**src/rtl/weight_fetch_arbiter.sv**
```systemverilog
// Round-robin arbiter sharing one weight-memory read port between burst requesters.
// Bursts run to completion; returned words are steered to the owner, with a done pulse on the last word.
module weight_fetch_arbiter #(
  parameter int NUM_REQ = 4,
  parameter int ADDR_W  = 19,
  parameter int DATA_W  = 128,
  parameter int CNT_W   = 11,
  parameter int ID_W    = 2
) (
  input  logic                      clk,
  input  logic                      rst,
  input  logic [NUM_REQ-1:0]        req,
  input  logic [NUM_REQ*ADDR_W-1:0] req_base,
  input  logic [NUM_REQ*CNT_W-1:0]  req_count,
  output logic [NUM_REQ-1:0]        grant,
  output logic [NUM_REQ-1:0]        rsp_valid,
  output logic [DATA_W-1:0]         rsp_data,
  output logic [NUM_REQ-1:0]        rsp_done,
  output logic                      mem_rd_en,
  output logic [ADDR_W-1:0]         mem_rd_addr,
  input  logic [DATA_W-1:0]         mem_rd_data,
  input  logic                      mem_rd_valid,
  output logic                      busy,
  output logic [ID_W-1:0]           owner
);

  typedef enum logic [1:0] {IDLE, ISSUE, DRAIN} state_t;

  state_t              state_q, state_d;
  logic [ID_W-1:0]     rrPtr_q, rrPtr_d;
  logic [ID_W-1:0]     owner_q, owner_d;
  logic [ADDR_W-1:0]   base_q, base_d;
  logic [CNT_W-1:0]    count_q, count_d;
  logic [CNT_W-1:0]    issued_q, issued_d;
  logic [CNT_W-1:0]    returned_q, returned_d;
  logic                busy_q, busy_d;
  logic [NUM_REQ-1:0]  grant_q, grant_d;
  logic [NUM_REQ-1:0]  rspValid_q, rspValid_d;
  logic [NUM_REQ-1:0]  rspDone_q, rspDone_d;
  logic [DATA_W-1:0]   rspData_q, rspData_d;
  logic                memRdEn_q, memRdEn_d;
  logic [ADDR_W-1:0]   memRdAddr_q, memRdAddr_d;

  logic [ID_W-1:0]     winner;
  logic [NUM_REQ-1:0]  winnerHot;
  logic [NUM_REQ-1:0]  ownerHot;
  logic [ADDR_W-1:0]   winBase;
  logic [CNT_W-1:0]    winCount;

  // Scanning from the farthest slot down lets the nearest requester after ptr overwrite the rest.
  function automatic logic [ID_W-1:0] nextWinner(input logic [NUM_REQ-1:0] r,
                                                 input logic [ID_W-1:0] ptr);
    logic [ID_W-1:0] w;
    int idx;
    w = '0;
    for (int k = NUM_REQ; k >= 1; k--) begin
      idx = (int'(ptr) + k) % NUM_REQ;
      if (r[idx]) w = ID_W'(idx);
    end
    return w;
  endfunction

  assign winner    = nextWinner(req, rrPtr_q);
  assign winnerHot = NUM_REQ'(1) << winner;
  assign ownerHot  = NUM_REQ'(1) << owner_q;
  assign winBase   = req_base[int'(winner)*ADDR_W +: ADDR_W];
  assign winCount  = req_count[int'(winner)*CNT_W +: CNT_W];

  always_ff @(posedge clk) begin
    if (rst) begin
      state_q     <= IDLE;
      rrPtr_q     <= ID_W'(NUM_REQ-1);
      owner_q     <= '0;
      base_q      <= '0;
      count_q     <= '0;
      issued_q    <= '0;
      returned_q  <= '0;
      busy_q      <= 1'b0;
      grant_q     <= '0;
      rspValid_q  <= '0;
      rspDone_q   <= '0;
      rspData_q   <= '0;
      memRdEn_q   <= 1'b0;
      memRdAddr_q <= '0;
    end else begin
      state_q     <= state_d;
      rrPtr_q     <= rrPtr_d;
      owner_q     <= owner_d;
      base_q      <= base_d;
      count_q     <= count_d;
      issued_q    <= issued_d;
      returned_q  <= returned_d;
      busy_q      <= busy_d;
      grant_q     <= grant_d;
      rspValid_q  <= rspValid_d;
      rspDone_q   <= rspDone_d;
      rspData_q   <= rspData_d;
      memRdEn_q   <= memRdEn_d;
      memRdAddr_q <= memRdAddr_d;
    end
  end

  always_comb begin
    state_d     = state_q;
    rrPtr_d     = rrPtr_q;
    owner_d     = owner_q;
    base_d      = base_q;
    count_d     = count_q;
    issued_d    = issued_q;
    returned_d  = returned_q;
    busy_d      = busy_q;
    grant_d     = '0;
    rspValid_d  = '0;
    rspDone_d   = '0;
    rspData_d   = rspData_q;
    memRdEn_d   = 1'b0;
    memRdAddr_d = memRdAddr_q;

    case (state_q)
      IDLE: begin
        if (|req) begin
          owner_d    = winner;
          base_d     = winBase;
          count_d    = winCount;
          issued_d   = '0;
          returned_d = '0;
          grant_d    = winnerHot;
          rrPtr_d    = winner;
          if (winCount != '0) begin
            busy_d  = 1'b1;
            state_d = ISSUE;
          end else begin
            rspDone_d = winnerHot;
          end
        end
      end
      // The extra ISSUE cycle at issued==count keeps the registered strobe confined to ISSUE.
      ISSUE: begin
        if (issued_q == count_q) begin
          state_d = DRAIN;
        end else begin
          memRdEn_d   = 1'b1;
          memRdAddr_d = base_q + ADDR_W'(issued_q);
          issued_d    = issued_q + CNT_W'(1);
        end
      end
      default: ;
    endcase

    if (state_q != IDLE && mem_rd_valid) begin
      rspData_d  = mem_rd_data;
      rspValid_d = ownerHot;
      returned_d = returned_q + CNT_W'(1);
      if (returned_q == count_q - CNT_W'(1)) begin
        rspDone_d = ownerHot;
        busy_d    = 1'b0;
        state_d   = IDLE;
      end
    end
  end

  assign grant       = grant_q;
  assign rsp_valid   = rspValid_q;
  assign rsp_done    = rspDone_q;
  assign rsp_data    = rspData_q;
  assign mem_rd_en   = memRdEn_q;
  assign mem_rd_addr = memRdAddr_q;
  assign busy        = busy_q;
  assign owner       = owner_q;

endmodule

```
**config.mk**
```make
export PLATFORM = sky130hd
export DESIGN_NAME = weight_fetch_arbiter
export DESIGN_NICKNAME = d
export VERILOG_FILES = /design/src/rtl/weight_fetch_arbiter.sv
export SDC_FILE = /design/constraint.sdc
export NUM_CORES = 1
export LEC_CHECK = 0
export CAP_MARGIN = 15
export CORE_AREA = 2 2 160 162
export DETAILED_ROUTE_END_ITERATION = 16
export DIE_AREA = 0 0 162 164
export PLACE_DENSITY_LB_ADDON = 0.2
export REMOVE_ABC_BUFFERS = 1
export SLEW_MARGIN = 20
export SYNTH_ARGS = -nofsm -noshare
export SYNTH_HDL_FRONTEND = slang
export SYNTH_SLANG_ARGS = --single-unit
export TNS_END_PERCENT = 50
```
**constraint.sdc**
```tcl
create_clock -name clk -period 5.1 [get_ports clk]
set_input_delay 1.53 -clock clk [delete_from_list [all_inputs] [get_ports clk]]
set_output_delay 1.53 -clock clk [all_outputs]
set_load 0.02 [all_outputs]
```
==> metrics.md, run 1 <==
| Metric | Value |
|---|---|
| Status | `finished, final reports clean` |
| DP Area | `~14000 µm²` |
| Pwr/cell area | `476.9 nW/µm²` |
| Root buffer cell | `clkbuf_16` |
| Setup TNS | `0 ns` |
| Critical path launch point type | `input port` |
| WL final | `~31000 µm` |
| Critical Path Sink Type | `flop` |
| RSZ-0062 raised after global routing | `false` |
| Setup Viol. Count Final | `0` |
| Post-synth EDFFs | `0` |
| Synthesized area per cell | `between 7 and 8 µm²` |
| Pleak | `approximately 5.5 nW` |
| RePlAce Congestion | `0.8165` |
| Worst hold start | `rsp_data[120]$_SDFFE_PP0P_` |
| Post-Syn Instances | `between 1000 and 1500` |
| Tmin final | `approximately 3.8 ns` |
| TritonCTS clock tree | `done` |
| Max Cap Viol | `0` |
| Top post-synthesis cells by area | `dfxtp_1, nand2_1, a21oi_1` |
| CTS Buf Count | `25` |
| Post-Layout Cell Count | `just under 2000` |
| Cts hold-fix bufs | `0` |
| Peak supply drop | `0.2462 mV` |
| Final worst-path cycle share | `74.03%` |
| Ys flop type | `dfxtp_1` |
| Final net count | `1895` |
| Required @ worst endpoint | `about 5.5 ns` |
| Post_cts resized | `0` |
| Setup fix buffers added after clock tree synthesis | `0` |
| Worst hold slack | `0.4512 ns` |
| Post-placement cell count | `slightly below 2000` |
| Clock slew at reported path FFs | `about 0.06 ns` |
| I/O Pins | `approximately 420` |
| Htree depth | `1` |
| Initial drt markers | `about 650` |
| N_diodes | `0` |
| Longest Clk Path Bufs | `3` |
| Share of layout cells above drive strength 1 | `under 10%` |
| Worst skew pair latency | `approximately 0.52 ns` |
| Largest net degree at the start of global routing | `100` |
| Area leader, netlist | `dfxtp_1` |
| DRC viols | `0` |
| Fin. Hold Viols | `0` |
| Worst-margin pin slew | `between 1 and 1.5 ns` |
| Worst path arrival time | `between 4 and 5 ns` |
| Antenna Violating Nets Remaining | `0` |
| Via density per instance | `a little over 5` |
| Area Growth Syn to Fin | `52.40%` |
| Worst Setup Path Type | `in2reg` |
| Final instance area | `approximately 15000 µm²` |
| Worst slack, placed | `0.7968 ns` |
| Die Height | `roughly 160 µm` |
| Yosys warns | `0` |
| Area of the mapped netlist | `a little under 10000 µm²` |
| Starting Density | `around two fifths` |
| Die area | `26570 µm²` |
| Peak Freq | `roughly 260 MHz` |
| Hpwl dp | `between 20000 and 25000 µm` |
| Core footprint | `24820 µm²` |
| Via count | `about 10000` |
| GR Overflow Total | `0` |
| Post-synthesis sequential area ratio | `roughly 44%` |
| Top-area cell type share of the netlist area | `between 40 and 50%` |
| Final Power | `7.225 mW` |
| Netlist cell types | `62` |
| Vias in the first global route | `around 9600` |
| Clock skew | `0.005095 ns` |
| Async SR Flop Fraction | `0%` |
| Min-Delay Path Class | `reg2reg` |
| Port-buffer cells | `~420` |
| Worst-path fanout max | `27` |
| Worst setup startpoint | `req[1]` |
| Slew Limit Headroom | `32.84%` |
| Max Slew Vio Count | `0` |
| Initial antenna violation count | `0` |
| Core Util, Final | `between 60 and 70%` |
| First-pass DRT Iterations | `5` |
| Routed wire per std cell | `between 15 and 20 µm` |
| Die X | `162 µm` |
| Synthesis-stage register bit count | `between 200 and 250` |
| Global-route usage over all layers | `approximately 22%` |
| Final setup margin | `1.325 ns` |
| Crit Reg-Reg Startpoint | `issued_q[0]$_SDFFE_PP0P_` |
| First-pass GRT wire length | `48850 µm` |
| CTS sink count | `219` |
| Row cnt | `58` |
## critical path, cell delays in order
cell and delay [ns]:
clkdlybuf4s50_1 0.49, o21a_1 0.27, a211oi_4 0.25, buf_4 0.41, mux2i_1 0.23, mux2i_1 0.14, nor4_4 0.41, nand3_2 0.17
o32ai_1 0.29
## state kept, by name (all words and copies together), names as in the netlist
register	cells
rsp_data	128
base_q	19
mem_rd_addr	19
count_q	11
issued_q	11
returned_q	11
grant	4
rsp_done	4
rsp_valid	4
owner	2
rrPtr_q	2
state_q	2
busy	1
mem_rd_en	1
## cell type report
type	instances	area, µm²
clock inverter	4	48.80
timing repair buffer	430	4298
sequential	219	4384
clock buffer	38	774.5
multi-input combinational	931	5162
inverter	18	67.56
tap	330	412.9
fill	2264	9671
## cell usage in the layout (no fill, tap or decap), types with 8 or more instances in the layout
cell / instances
o21ai_0: 12
a21oi_1: 186
and3_1: 8
clkbuf_16: 25
nor3_1: 9
xnor2_1: 28
ha_1: 14
nand3_1: 24
a211oi_1: 24
a311oi_1: 26
and2_1: 23
mux2i_1: 39
buf_4: 11
nand2_1: 341
dfxtp_1: 219
nand4_1: 12
clkbuf_8: 10
xor2_1: 13
nor2_1: 80
clkdlybuf4s50_1: 416
inv_1: 18
## Yosys cell counts, types with 3 or more instances
| cell type | count |
|---|---|
| a211o_1 | 3 |
| a211oi_1 | 25 |
| a21oi_1 | 186 |
| a311oi_1 | 26 |
| a31oi_1 | 4 |
| and2_1 | 23 |
| and3_1 | 8 |
| and4_1 | 4 |
| buf_1 | 10 |
| buf_2 | 5 |
| buf_6 | 3 |
| clkbuf_1 | 71 |
| dfxtp_1 | 219 |
| ha_1 | 14 |
| inv_1 | 18 |
| mux2i_1 | 39 |
| nand2_1 | 341 |
| nand2b_1 | 5 |
| nand3_1 | 24 |
| nand3b_1 | 6 |
| nand4_1 | 12 |
| nor2_1 | 80 |
| nor2b_1 | 3 |
| nor3_1 | 10 |
| nor4_1 | 3 |
| o211ai_1 | 5 |
| o21a_1 | 7 |
| o21ai_0 | 13 |
| o311ai_0 | 5 |
| o31ai_1 | 3 |
| or2_2 | 4 |
| xnor2_1 | 28 |
| xor2_1 | 13 |
## cell families after synthesis
family                     Yosys count  share of synthesized area, %
buffers and inverters              108                         4.381
xor gates and xnor gates            41                         3.613
DFF                                219                         44.11
adders and majority gates           15                         1.964
muxes                               39                         3.927
and+or+nand+nor                    537                         23.54
AOI/OAI and AO/OA                  299                         18.47
## report_power, final
group,internal [mW],switching [mW],total [mW]
clock,1.09,0.702,1.79
sequential,2.07,0.289,2.36
combinational,1.32,1.76,3.08
## metal layers
metal / share of wire [%] / GRT usage [%] / up-vias
li1: - / - / 5042
met1: 41 / 26.83 / 4623
met2: 50 / 39.73 / 306
met3: 6.0 / 4.596 / 73
met4: 3.6 / 8.286 / 0
met5: 0 / 0 / -
## worst paths after layout
| check | depth (start not counted) | slack (ns) | end |
|---|---|---|---|
| worst max-delay path | 9 | 1.32 | rsp_done[2]$_SDFF_PP0_ |
| worst min-delay path | 2 | 0.45 | rsp_data[120]$_SDFFE_PP0P_ |
| worst max register to register | 10 | 2.05 | mem_rd_addr[18]$_SDFFE_PP0P_ |
| worst min register to register | 2 | 0.45 | rsp_data[120]$_SDFFE_PP0P_ |
Power figures use the tool's default switching activity.
==> inputs of run 2 (changes only) <==
- clock period: 5.1 -> 3.75 ns (I/O delays scaled with it)
==> run 2 against run 1 <==
Effect of this change:
- sequential power rose by 36%
- utilization rose by 0.41 points
- wire length rose by 0.38%
- register-to-register slack got worse by 1.3 ns
- die area did not move
- via count rose by 0.34%
- highest routed layer unchanged
==> metrics.md, run 2 (same netlist as run 1, synthesis figures left out) <==
| Metric | Value |
|---|---|
| Max Cap Viol | `0` |
| CTS sink count | `between 200 and 250` |
| WL final | `31580 µm` |
| Max Slew Vio Count | `0` |
| Setup TNS | `0 ns` |
| Post-placement cell count | `1929` |
| TritonCTS clock tree | `done` |
| Final worst-path cycle share | `around 87%` |
| Area Growth Syn to Fin | `53.44%` |
| Routed wire per std cell | `approximately 16 µm` |
| Worst-path cell chain | `clkdlybuf4s50_1, o21a_1, a211oi_4, buf_12, mux2i_1, mux2i_1, nor4_4, nand3_2, o32ai_1` |
| First-pass GRT wire length | `between 40000 and 50000 µm` |
| DRC viols | `0` |
| Root buffer cell | `clkbuf_16` |
| WHS Endpoint | `rsp_data[25]$_SDFFE_PP0P_` |
| Worst Setup Path Type | `in2reg` |
| R2r worst-path depth | `10` |
| Setup Viol. Count Final | `0` |
| Worst setup startpoint | `req[1]` |
| Worst path arrival time | `3.67 ns` |
| CTS Buf Count | `25` |
| Largest net degree at the start of global routing | `136` |
| Slew Limit Headroom | `44.10%` |
| Peak supply drop | `0.3397 mV` |
| Row cnt | `between 50 and 60` |
| Hpwl dp | `between 20000 and 25000 µm` |
| Min-Delay Path Class | `reg2reg` |
| Via count | `between 10000 and 15000` |
| GR Overflow Total | `0` |
| DP Area | `14380 µm²` |
| Most frequent cells in the layout | `clkdlybuf4s50_1, nand2_1, dfxtp_1, a21oi_1, nor2_1` |
| Setup fix buffers added after clock tree synthesis | `0` |
| RSZ-0062 raised after global routing | `false` |
| Initial antenna violation count | `0` |
| Cts hold-fix bufs | `0` |
| Peak Freq | `between 300 and 400 MHz` |
| Fin. Hold Viols | `0` |
| Critical path launch point type | `input port` |
| Htree depth | `1` |
| Status | `finished, final reports clean` |
| Longest Clk Path Bufs | `3` |
| Largest register FFs | `128` |
| Core footprint | `24820 µm²` |
| Clock skew | `0.007334 ns` |
| Setup slack, reg-to-reg | `roughly 0.71 ns` |
| Final net count | `~1900` |
| Clock slew at reported path FFs | `~0.06 ns` |
| Worst stage delay on the critical path | `0.50 ns` |
| I/O Pins | `around 420` |
| Most common cell on crit path | `mux2i_1` |
| Worst-path fanout max | `27` |
| Required @ worst endpoint | `approximately 4.2 ns` |
| CP max stage cell | `clkdlybuf4s50_1` |
| Via density per instance | `about 5.1` |
| RePlAce Congestion | `between 0.8 and 0.9` |
| Die area | `26570 µm²` |
| Share of layout cells above drive strength 1 | `approximately 4.5%` |
| Global-route usage over all layers | `around 22%` |
| Worst Hold Depth | `2` |
| Initial drt markers | `a little over 600` |
| Port-buffer cells | `417` |
| Final instance area | `between 15000 and 20000 µm²` |
| Pwr/cell area | `658.3 nW/µm²` |
| Worst skew pair latency | `0.51 ns` |
| Antenna Violating Nets Remaining | `0` |
| Starting Density | `around two fifths` |
| First-pass DRT Iterations | `4` |
| Crit Reg-Reg Startpoint | `issued_q[0]$_SDFFE_PP0P_` |
| Critical Path Sink Type | `flop` |
| Final Power | `between 10 and 15 mW` |
| Vias in the first global route | `approximately 9600` |
| Commonest non-fill, non-tap cell in the layout | `clkdlybuf4s50_1` |
| Worst hold start | `rsp_data[25]$_SDFFE_PP0P_` |
| Tmin final | `3.261 ns` |
| Post_cts resized | `0` |
| Reg-to-reg critical path endpoint | `mem_rd_addr[14]$_SDFFE_PP0P_` |
| Core Util, Final | `roughly 61%` |
| Worst-margin pin slew | `approximately 0.84 ns` |
| Pleak | `~5.5 nW` |
| Post-Layout Cell Count | `1973` |
| Die Height | `around 160 µm` |
| N_diodes | `0` |
| Die X | `approximately 160 µm` |
## run 2: changes by cell type in the layout (fill, tap and decap cells not counted)
cell | previous run | this run
buf_12 | 2 | 6
buf_4 | 11 | 8
bufinv_16 | 1 | 4
clkbuf_1 | 3 | 6
clkbuf_8 | 10 | 6
clkinvlp_4 | 0 | 1
inv_6 | 1 | 0
## run 2: how the worst max path moves through the flow
stage	slack, ns	end
final	0.49	rsp_done[2]$_SDFF_PP0_
after global routing	0.36	rsp_done[2]$_SDFF_PP0_
after CTS	0.51	rsp_done[2]$_SDFF_PP0_
after detailed placement	-0.01	rsp_done[2]$_SDFF_PP0_
after global placement	0.12	rsp_done[2]$_SDFF_PP0_
after floorplan	-4.96	returned_q[10]$_SDFFE_PP0P_
## run 2: routing by layer
metal / track usage [%] / vias to the layer above / part of all wire [%]
met2: 39.67 / 294 / 50
met4: 8.488 / 0 / 3.9
li1: - / 5037 / -
met1: 26.47 / 4669 / 40
met3: 4.369 / 78 / 5.7
met5: 0 / - / 0
## run 2: final cells by class
| type | count | area, µm² |
|---|---|---|
| clock buffer | 37 | 730.7 |
| clock inverter | 7 | 137.6 |
| fill | 2261 | 9568 |
| inverter | 18 | 67.56 |
| multi-input combinational | 931 | 5162 |
| sequential | 219 | 4384 |
| tap | 330 | 412.9 |
| timing repair buffer | 431 | 4355 |
## run 2: report_power, final
part           leakage, nW  switching (mW)  internal (mW)
sequential            1.79           0.399           2.82
combinational         3.32            2.41           1.86
clock                0.423           0.942           1.61
## run 2: metrics by stage
stage                     setup WS, ns  hold WS, ns
after floorplan                 -4.962       0.4640
after global placement          0.1184       0.4410
after detailed placement      -0.01299       0.4457
after CTS                       0.5104       0.4538
after global routing            0.3585       0.4658
final                           0.4895       0.4513
## run 2: critical path: cells and delay by family
| family | cells | cell delay (ns) |
|---|---|---|
| multiplexers | 2 | 0.35 |
| AND/OR/NAND/NOR | 2 | 0.60 |
| buffers and inverters | 2 | 0.75 |
| AO/OA/AOI/OAI | 3 | 0.84 |
==> inputs of run 3 (changes only) <==
- ABC_AREA: not set -> 1
- CAP_MARGIN: 15 -> 0
- CORE_AREA: 2 2 160 162 -> 2 2 162 164
- DIE_AREA: 0 0 162 164 -> 0 0 164 166
==> run 3 against run 2 <==
Effect of this change:
- via count grew 0.47%
- setup slack improved by 0.18 ns
- final cell count grew 3.0%
- register-to-register slack gained 0.25 ns
- first-iteration DRC count grew 37%
- clock-buffer cell count is 2 lower
- maximum frequency grew 5.9%
- hold slack improved by 0.027 ns
- global-route usage is 0.18 points higher
- sequential power about the same
- highest routed layer unchanged
- clock power down 11%
- flip-flop and latch count did not move
==> metrics.md, run 3 <==
| Metric | Value |
|---|---|
| RSZ-0062 raised after global routing | `false` |
| Pwr/cell area | `689.9 nW/µm²` |
| First-pass DRT Iterations | `7` |
| DP Area | `around 14000 µm²` |
| Buf/Inv on CP | `2` |
| Critical path launch point type | `input port` |
| Synthesized area per cell | `between 7 and 8 µm²` |
| Crit Reg-Reg Startpoint | `issued_q[0]$_SDFFE_PP0P_` |
| Port-buffer cells | `roughly 420` |
| Starting Density | `37.65%` |
| R2r worst-path depth | `16` |
| Max Cap Viol | `0` |
| Yosys warns | `0` |
| Met1 usage | `approximately 29%` |
| Share of layout cells above drive strength 1 | `4.361%` |
| Async SR Flop Fraction | `0%` |
| Setup slack, reg-to-reg | `around 0.96 ns` |
| GR Overflow Total | `0` |
| Max Slew Vio Count | `0` |
| DRC viols | `0` |
| RePlAce Congestion | `~0.9` |
| Most common cell on crit path | `nand2_1` |
| Commonest non-fill, non-tap cell in the layout | `clkdlybuf4s50_1` |
| Status | `finished, final reports clean` |
| Worst-path cell chain | `clkdlybuf4s50_1, inv_1, o21ai_1, nand2_1, nand2_1, nand2_2, nand2_2, nand2_4, nand2_4, nor2_1, nand2_1, nand2_1, nor2_1, nand2_1, nor2_2, nand2_1, nand2_1, a21oi_1` |
| Die area | `between 20000 and 30000 µm²` |
| Top delay family on crit path | `simple AND/OR/NAND/NOR gates` |
| First-pass GRT wire length | `slightly below 50000 µm` |
| Peak Freq | `324.7 MHz` |
| Row cnt | `59` |
| Global-route usage over all layers | `~22%` |
| Pleak | `slightly below 6 nW` |
| Setup fix buffers added after clock tree synthesis | `0` |
| Synthesis-stage register bit count | `219` |
| Worst stage delay on the critical path | `0.48 ns` |
| Antenna Violating Nets Remaining | `0` |
| Routed wire per std cell | `15.70 µm` |
| Worst hold slack | `around 0.48 ns` |
| Post-Syn Instances | `~1300` |
| Worst path arrival time | `roughly 3.5 ns` |
| I/O Pins | `418` |
| Setup Viol. Count Final | `0` |
| Die Height | `about 170 µm` |
| Post-synthesis sequential area ratio | `between 40% and 50%` |
| Worst Hold Depth | `2` |
| Worst Setup Path Type | `in2reg` |
| Largest net degree at the start of global routing | `128` |
| Largest register FFs | `~130` |
| Final worst-path cycle share | `82.12%` |
| Area Growth Syn to Fin | `53.76%` |
| Vias in the first global route | `9279` |
| Worst hold start | `rsp_data[121]$_SDFFE_PP0P_` |
| Top-area cell type share of the netlist area | `45.45%` |
| Post-synth EDFFs | `0` |
| Register Area | `around 4400 µm²` |
| Root buffer cell | `clkbuf_16` |
| Clock share of power | `22.3%` |
| Most common cell in the synthesized netlist | `nor2_1` |
| Clock skew | `0.01290 ns` |
| Post_cts resized | `0` |
| Worst-path fanout max | `30` |
| Ys flop type | `dfxtp_1` |
| Area of the multi-input gates | `4692 µm²` |
| Gate power share | `46.5%` |
| Critical Path Sink Type | `flop` |
| Worst skew pair latency | `around 0.52 ns` |
| Cts hold-fix bufs | `0` |
| Top post-synthesis cells by area | `dfxtp_1, nor2_1, o21ai_0` |
| Area leader, netlist | `dfxtp_1` |
| Htree depth | `1` |
| Met3 usage | `around 4%` |
| Slew Limit Headroom | `43.54%` |
| Peak supply drop | `0.5856 mV` |
| Final instance area | `approximately 15000 µm²` |
| Core footprint | `~26000 µm²` |
| N_diodes | `0` |
| Tmin final | `3.079 ns` |
| Fin. Hold Viols | `0` |
| Hpwl dp | `23460 µm` |
| Worst-margin pin slew | `between 0.8 and 0.9 ns` |
| Most frequent cells after synthesis | `nor2_1, dfxtp_1, o21ai_0` |
| Fill count | `2361` |
| CTS Buf Count | `25` |
| Die X | `~160 µm` |
| Setup TNS | `0 ns` |
| Internal power | `~6.1 mW` |
| Most frequent cells in the layout | `clkdlybuf4s50_1, nor2_1, dfxtp_1, o21ai_0, nand2_1` |
| CP max stage cell | `clkdlybuf4s50_1` |
| WL final | `31910 µm` |
| Net Switching | `between 4 and 5 mW` |
| Via count | `~10000` |
| WHS Endpoint | `rsp_data[121]$_SDFFE_PP0P_` |
| Clock slew at reported path FFs | `around 0.06 ns` |
| Flop pwr share | `between 30% and 40%` |
| Critical path depth | `18` |
| CTS sink count | `219` |
| Busiest grt layer | `met2` |
| Min-Delay Path Class | `reg2reg` |
| Via density per instance | `around 5.0` |
| TritonCTS clock tree | `done` |
| Area of the mapped netlist | `9646 µm²` |
| Global Route met2 Usage | `39.04%` |
| Netlist cell types | `47` |
| Longest Clk Path Bufs | `3` |
| Initial antenna violation count | `0` |
| Final net count | `roughly 2000` |
| Required @ worst endpoint | `4.16 ns` |
| Reg-to-reg critical path endpoint | `mem_rd_addr[18]$_SDFFE_PP0P_` |
| Initial drt markers | `between 800 and 900` |
| Sw Ratio | `between 40% and 50%` |
[run 3: changes by cell type in the layout (fill, tap and decap cells not counted), moves of 25 or more]
cell | before | now
nor2_1 | 80 | 300
o21ai_0 | 12 | 187
nand2_1 | 341 | 169
a21oi_1 | 186 | 43
inv_1 | 18 | 57
mux2i_1 | 39 | 0
a22oi_1 | 1 | 30
a311oi_1 | 26 | 1
[run 3: cell type report]
type                    count  area share [%]
repair buffers            431           29.19
flip-flops and latches    219           29.56
well taps                 335           2.826
clock buffers              35           4.606
inverters                  66           1.738
clock inverters             6          0.4387
multi-input cells         940           31.64
[run 3: cell families (layout without fill, tap and decap cells)]
| group | Yosys count | in the layout | share of synthesized area [%] |
|---|---|---|---|
| XOR/XNOR | 46 | 46 | 4.177 |
| AO/OA/AOI/OAI | 310 | 310 | 18.11 |
| flip-flops | 219 | 219 | 45.45 |
| adder cells (fa/ha/maj) | 15 | 15 | 2.024 |
| AND/OR/NAND/NOR | 569 | 569 | 24.18 |
| buffers and inverters | 140 | 538 | 6.058 |
[run 3: per-stage QoR]
stage               power, mW  setup slack [ns]  utilization [%]  cells
floorplan               6.131            -2.041                -   1225
global placement        7.938            0.2409            54.97   1991
detailed placement      7.998            0.1407            54.97   1991
CTS                     10.31            0.6950            57.90   2032
global route            10.96            0.3716            57.90   2032
finish                  10.23            0.6705            57.90   2032
[run 3: power groups by stage]
| stage | registers [mW] | clock network (mW) | logic [mW] |
|---|---|---|---|
| 6_report | 3.19 | 2.28 | 4.76 |
| 5_1_grt | 3.26 | 2.44 | 5.26 |
| 4_1_cts | 3.19 | 2.33 | 4.78 |
| 3_5_place_dp | 3.24 | 0 | 4.76 |
| 3_3_place_gp | 3.23 | 0 | 4.71 |
| 2_1_floorplan | 3.62 | 0 | 2.51 |
[run 3: per-layer routing]
| metal | share of wire [%] | vias to the layer above |
|---|---|---|
| li1 | - | 5082 |
| met1 | 42 | 4642 |
| met2 | 49 | 359 |
| met3 | 7.2 | 42 |
| met4 | 1.8 | 0 |
| met5 | 0 | - |
[run 3: worst max path at each step]
| stage | start | end | slack [ns] |
|---|---|---|---|
| 6_report | req[1] | state_q[0]$_SDFF_PP0_ | 0.67 |
| 5_1_grt | req[1] | rsp_done[3]$_SDFF_PP0_ | 0.37 |
| 3_5_place_dp | req[1] | rsp_done[3]$_SDFF_PP0_ | 0.14 |
| 4_1_cts | req[1] | rsp_done[3]$_SDFF_PP0_ | 0.69 |
| 2_1_floorplan | mem_rd_valid | returned_q[7]$_SDFFE_PP0P_ | -2.04 |
| 3_3_place_gp | req[1] | state_q[0]$_SDFF_PP0_ | 0.24 |
[run 3: worst reg2reg max path, delay by kind of cell (launching register included)]
| kind | cells | cell delay [ns] |
|---|---|---|
| flops | 1 | 0.43 |
| simple gates | 8 | 0.93 |
| buf+inv | 2 | 0.09 |
| compound gates | 4 | 0.63 |
| fa+ha+maj | 2 | 0.61 |
